===== config.mk =====
export PLATFORM = sky130hd
export DESIGN_NAME = piso_tx
export DESIGN_NICKNAME = d
export VERILOG_FILES = /design/src/rtl/piso_tx.sv
export SDC_FILE = /design/constraint.sdc
export NUM_CORES = 1
export LEC_CHECK = 0
export ABC_AREA = 1
export ABC_CLOCK_PERIOD_IN_PS = 1930
export CORE_AREA = 2 2 39 41
export DETAILED_ROUTE_END_ITERATION = 10
export DIE_AREA = 0 0 41 43
export DONT_BUFFER_PORTS = 1
export PLACE_DENSITY_LB_ADDON = 0.05
export SYNTH_ARGS = -nofsm -noshare
export SYNTH_HDL_FRONTEND = slang
export SYNTH_SLANG_ARGS = --single-unit

===== constraint.sdc =====
create_clock -name clk -period 1.93 [get_ports clk]
set_input_delay 0.386 -clock clk [delete_from_list [all_inputs] [get_ports clk]]
set_output_delay 0.386 -clock clk [all_outputs]
set_load 0.02 [all_outputs]

===== src/rtl/piso_tx.sv =====
// Parallel-in serial-out transmitter: sends a WIDTH-bit word LSB first, each bit held BIT_DIV cycles.
// Define PISO_TX_PARITY_EN to append an even-parity bit after the data bits.
module piso_tx #(
  parameter int WIDTH   = 4,
  parameter int BIT_DIV = 1
) (
  input  logic             clk,
  input  logic             rst_n,
  input  logic [WIDTH-1:0] din,
  input  logic             din_valid,
  output logic             din_ready,
  output logic             so,
  output logic             so_valid,
  output logic             busy,
  output logic             done
);

  localparam int CNT_W = $clog2(WIDTH);
  localparam int DIV_W = (BIT_DIV > 1) ? $clog2(BIT_DIV) : 1;
  localparam logic [CNT_W-1:0] LAST_BIT = CNT_W'(WIDTH - 1);
  localparam logic [DIV_W-1:0] LAST_DIV = DIV_W'(BIT_DIV - 1);

  typedef enum logic [1:0] {
    IDLE  = 2'd0,
    SHIFT = 2'd1,
`ifdef PISO_TX_PARITY_EN
    PAR   = 2'd2,
`endif
    DONE  = 2'd3
  } state_t;

  state_t             state_q, state_d;
  logic [WIDTH-1:0]   shift_q, shift_d;
  logic [CNT_W-1:0]   bit_cnt_q, bit_cnt_d;
  logic [DIV_W-1:0]   div_q, div_d;
  logic               so_q, so_d;
  logic               so_valid_q, so_valid_d;
  logic               busy_q, busy_d;
  logic               done_q, done_d;
`ifdef PISO_TX_PARITY_EN
  logic               parity_q, parity_d;
`endif
  logic               bit_end;

  assign din_ready = (state_q == IDLE);
  assign bit_end   = (div_q == LAST_DIV);

  always_comb begin
    state_d    = state_q;
    shift_d    = shift_q;
    bit_cnt_d  = bit_cnt_q;
    div_d      = div_q;
    so_d       = so_q;
    so_valid_d = so_valid_q;
    busy_d     = busy_q;
    done_d     = 1'b0;
`ifdef PISO_TX_PARITY_EN
    parity_d   = parity_q;
`endif

    case (state_q)
      IDLE: begin
        so_d       = 1'b0;
        so_valid_d = 1'b0;
        busy_d     = 1'b0;
        if (din_valid && din_ready) begin
          // Bit 0 is presented on so in the very cycle after acceptance.
          shift_d    = din;
          bit_cnt_d  = '0;
          div_d      = '0;
          so_d       = din[0];
          so_valid_d = 1'b1;
          busy_d     = 1'b1;
`ifdef PISO_TX_PARITY_EN
          parity_d   = ^din;
`endif
          state_d    = SHIFT;
        end
      end

      SHIFT: begin
        if (bit_end) begin
          div_d   = '0;
          shift_d = shift_q >> 1;
          if (bit_cnt_q == LAST_BIT) begin
`ifdef PISO_TX_PARITY_EN
            so_d       = parity_q;
            state_d    = PAR;
`else
            so_d       = 1'b0;
            so_valid_d = 1'b0;
            busy_d     = 1'b0;
            done_d     = 1'b1;
            state_d    = DONE;
`endif
          end else begin
            bit_cnt_d = bit_cnt_q + 1'b1;
            so_d      = shift_q[1];
          end
        end else begin
          div_d = div_q + 1'b1;
        end
      end

`ifdef PISO_TX_PARITY_EN
      PAR: begin
        if (bit_end) begin
          div_d      = '0;
          so_d       = 1'b0;
          so_valid_d = 1'b0;
          busy_d     = 1'b0;
          done_d     = 1'b1;
          state_d    = DONE;
        end else begin
          div_d = div_q + 1'b1;
        end
      end
`endif

      DONE: begin
        so_d       = 1'b0;
        so_valid_d = 1'b0;
        busy_d     = 1'b0;
        state_d    = IDLE;
      end

      default: begin
        so_d       = 1'b0;
        so_valid_d = 1'b0;
        busy_d     = 1'b0;
        state_d    = IDLE;
      end
    endcase
  end

  always_ff @(posedge clk) begin
    if (!rst_n) begin
      state_q    <= IDLE;
      shift_q    <= '0;
      bit_cnt_q  <= '0;
      div_q      <= '0;
      so_q       <= 1'b0;
      so_valid_q <= 1'b0;
      busy_q     <= 1'b0;
      done_q     <= 1'b0;
`ifdef PISO_TX_PARITY_EN
      parity_q   <= 1'b0;
`endif
    end else begin
      state_q    <= state_d;
      shift_q    <= shift_d;
      bit_cnt_q  <= bit_cnt_d;
      div_q      <= div_d;
      so_q       <= so_d;
      so_valid_q <= so_valid_d;
      busy_q     <= busy_d;
      done_q     <= done_d;
`ifdef PISO_TX_PARITY_EN
      parity_q   <= parity_d;
`endif
    end
  end

  assign so       = so_q;
  assign so_valid = so_valid_q;
  assign busy     = busy_q;
  assign done     = done_q;

endmodule

## Word level (Yosys, flattened, before mapping)

Index checks and enable logic that the tools add are counted.

| operators by class | value |
|---|---|
| $add $sub $neg | 2 |
| equality and inequality tests | 6 |
| multiplexer cells | 23 |
| bitwise logic cells | 2 |
| reductions and logical operators | 9 |

Operator list:

| operator | count |
|---|---|
| 2-to-1 mux 2 bit | 6 |
| 2-to-1 mux 1 bit | 9 |
| 2-to-1 mux 4 bit | 2 |
| case mux 2 bit (2 select lines) | 2 |
| case mux 4 bit (2 select lines) | 1 |
| inequality test 2 bit (second input constant) | 3 |
| case mux 1 bit (2 select lines) | 3 |
| AND reduction 3 bit | 2 |
| AND reduction 2 bit | 2 |
| AND reduction 4 bit | 1 |
| OR reduction 3 bit | 1 |
| adder 2 x 1 -> 2 bit (second input constant) | 1 |
| equality test 2 x 1 -> 1 bit (second input constant) | 1 |
| equality test 2 bit (second input constant) | 1 |
| logical NOT 2 bit | 1 |
| inequality test 2 x 1 -> 1 bit (second input constant) | 1 |
| inverter 1 bit | 2 |
| nonzero test 2 bit | 1 |
| adder 1 bit (second input constant) | 1 |
| logical AND 1 bit | 1 |

| word-level totals | value |
|---|---|
| register bits after elaboration | 12 |
| bits of input ports | 7 |
| output and inout bits | 5 |
| word-level logic and storage cells | 49 |

## Depth between registers and ports, before layout

| logic depth | value |
|---|---|
| depth in word-level cells | 4 |
| mapped depth | 6 |

## Least setup slack after synthesis

OpenSTA, ideal clock, no wires.

| timing | value |
|---|---|
| path kind | reg-to-output |
| start point | register state_q[0] |
| end point | output port din_ready |
| arrival time | 716 ps |
| data required time | 1,544 ps |
| setup slack | 828 ps |
| cell stages (with the launch flop) | 2 |
| cells stage by stage | dfxtp_1 -> nor2_1 |

| between the ends | value |
|---|---|
| cells in the longest elaborated chain, start to end | 1 |

Ends and longest elaborated chain:

| element | RTL line | text |
|---|---|---|
| from (decl) | 32 | `state_t state_q, state_d;` |
| from (signal assigned) | 150 | `state_q <= state_d;` |
| logical NOT 2 bit | 45 | `assign din_ready = (state_q == IDLE);` |
| to (decl) | 11 | `output logic din_ready,` |

No other way between the ends.

## Final worst setup path

Same ends and word-level chain as after synthesis.

==> qor.csv <==
stage;metric;value;unit
run_status;status;complete, no violations;
placed_design;Inst Count DP;78;
timing;worst setup margin;479;ps
synth;Syn Area/Cell;6.91;sq um
placed_design;IO Port Bufs;0;
clock_network;post_cts resized;0;
timing;Slew headroom;0.640;
worst_setup_path;slowest cell on the critical path;nor2_1;
drt;Routed WL per cell;10.9;microns
worst_setup_path;Data arrival, critical path;1060;ps
power_and_ir_drop;Psw;112;uW
synth;register area share after synthesis;0.460;
synth;Yosys top cell area share;0.460;
worst_setup_path;worst-path fanout max;6;
synth;Mapped Nets;71;
cells_and_area;final net count;75;
worst_setup_path;WP data required;1540;ps
cells_and_area;Syn-to-layout area delta;8.05;%
worst_setup_path;reg2reg start;state_q[0];
clock_network;CTS Sinks;10;
timing;final count of hold timing violations;0;
global_routing;initial antenna violation count;0;
timing;Slew Limit Fails;0;
worst_setup_path;nature of the critical path endpoint;output port;
power_and_ir_drop;Seq pwr share;0.554;
timing;setup TNS;0;ps
timing;Setup Skew;3.22;ps
power_and_ir_drop;Pint;308;uW
worst_setup_path;Crit Path Class;register to output port;
drt;vias per cell;4.42;
cells_and_area;Fillers;158;
placed_design;routability cong.;0.697;
timing;Tcrit/Tclk final;0.752;
clock_network;Post-CTS Setup Bufs;0;
timing;post-layout min period;1450;ps
job;max_cap viols;0;
global_routing;gr usage total;0.121;
power_and_ir_drop;Net Sw Frac;0.266;
cells_and_area;Post-Layout Cell Count;81;
worst_setup_path;critical path, cell by cell;nor2_1;
global_routing;first-pass GRT wire length;1410;microns
clock_network;number of CTS-inserted buffers;3;
worst_setup_path;cell family with most CP delay;simple AND/OR/NAND/NOR gates;
drt;final wirelength;884;microns
global_routing;total congestion overflow;0;
cells_and_area;commonest non-fill, non-tap cell in the layout;nor2_1;
clock_network;htree depth;1;
timing;final setup vio count;0;
worst_setup_path;Worst Setup SP;state_q[0];
power_and_ir_drop;leakage;0.000229;uW
cells_and_area;ant diodes;0;
drt;drt pass-1 iters;3;
synth;synth unique cells;13;
timing;Tightest Pin Transition;538;ps
power_and_ir_drop;Comb pwr share;0.112;
die;I/O pin total;12;
power_and_ir_drop;pwr dens;893;nW/um^2
clock_network;CTS clk-pin slew, worst paths;60;ps
drt;Antenna Violating Nets Remaining;0;
cells_and_area;commonest cells after routing, fill and taps aside;nor2_1, inv_1, nand2_1, dfxtp_1, nand3_1;
drt;DR iter-0 viols;4;
worst_setup_path;critical path's largest stage delay;440;ps
placed_design;final HPWL from detailed placement;674;microns
power_and_ir_drop;worst vdd ir;0.000261;V
clock_network;clock latency on the worst-skew pair;260;ps
die;CORE AREA;1380;sq um
power_and_ir_drop;Clock power frac;0.334;
synth;Seq cells post-synth;10;
timing;RSZ-0062 raised after global routing;false;
die;num rows;14;
global_routing;vias in the first global route;353;
die;Die Width;41;microns
synth;Post-Syn Area;435;sq um
synth;Synth Instances;63;
clock_network;CTS tree;done;
cells_and_area;share of cells above drive strength 1;0.0923;
die;Starting Density;0.315;
worst_setup_path;crit path buf inv count;0;
min_path;path type of the worst min-delay path;input port to register;
die;chip height;43;microns
clock_network;CTS Hold Bufs;0;
synth;Synth area leaders;dfxtp_1, nor2_1, inv_1, nand2_1, nand3_1;
global_routing;largest net degree at the start of global routing;7;
synth;area leader, netlist;dfxtp_1;
worst_setup_path;CP startpoint kind;register;
timing;highest attainable clock frequency;0.689;GHz
die;die area;1760;sq um
clock_network;CTS max path bufs;2;
clock_network;CTS root buf;clkbuf_4;
min_path;Hold Crit Start;rst_n;
placed_design;dpl ws;750;ps
synth;synth warn;0;
drt;vias;358;
drt;DRC viols;0;
cell families after synthesis:
| logic type | share of synthesized area |
|---|---|
| buffers and inverters | 0.121 |
| adders and majority gates | 0.0287 |
| DFF | 0.460 |
| AOI/OAI and AO/OA | 0.0460 |
| and+or+nand+nor | 0.345 |
registers in the layout, summed over array words and instances, names as in the netlist:
register   cells
shift_q        3
bit_cnt_q      2
state_q        2
busy           1
done           1
so             1
power by group through the flow:
| stage | clock network (uW) | logic, uW | registers [uW] |
|---|---|---|---|
| 2_1_floorplan | 0 | 43.8 | 234 |
| 3_3_place_gp | 0 | 48.0 | 238 |
| 3_5_place_dp | 0 | 47.1 | 238 |
| 4_1_cts | 146 | 47.4 | 233 |
| 5_1_grt | 158 | 54.9 | 234 |
| 6_report | 140 | 46.9 | 233 |
cell usage after synthesis, drive strengths merged:
cell type,n
a21oi,3
nor3,1
buf,1
o21ai,1
inv,12
nand3,8
ha,1
nand2,11
dfxtp,10
nor2,15
metrics by stage:
step | utilization | hold WS [ps] | total power (uW) | area, sq um
finish | 0.340 | 235 | 420 | 470
CTS | 0.340 | 232 | 427 | 470
global placement | 0.324 | 470 | 286 | 448
floorplan | - | 438 | 277 | 435
detailed placement | 0.324 | 466 | 285 | 448
global route | 0.340 | 229 | 447 | 470
layer usage:
metal	vias to the layer above	share of wire	GRT usage
li1	196	-	-
met4	0	0	0.0600
met5	-	0	0
met2	7	0.46	0.172
met3	0	0.076	0.0628
met1	155	0.46	0.145
cell type report:
cell class / count / area (sq um) / share of cell area
Clock buffer: 3 / 22.5 / 0.0479
Tap cell: 16 / 20.0 / 0.0426
Multi-Input combinational cell: 40 / 183 / 0.388
Inverter: 12 / 45.0 / 0.0957
Sequential cell: 10 / 200 / 0.426
path summary, 6_finish.rpt:
check | cells after the start | slack [ps] | endpoint
worst max register to register | 3 | 760 | shift_q[3]
worst min-delay path | 2 | 240 | bit_cnt_q[0]
worst min register to register | 2 | 470 | shift_q[3]
worst max-delay path | 1 | 480 | din_ready
Note: power is estimated with default switching activity, not from simulation.
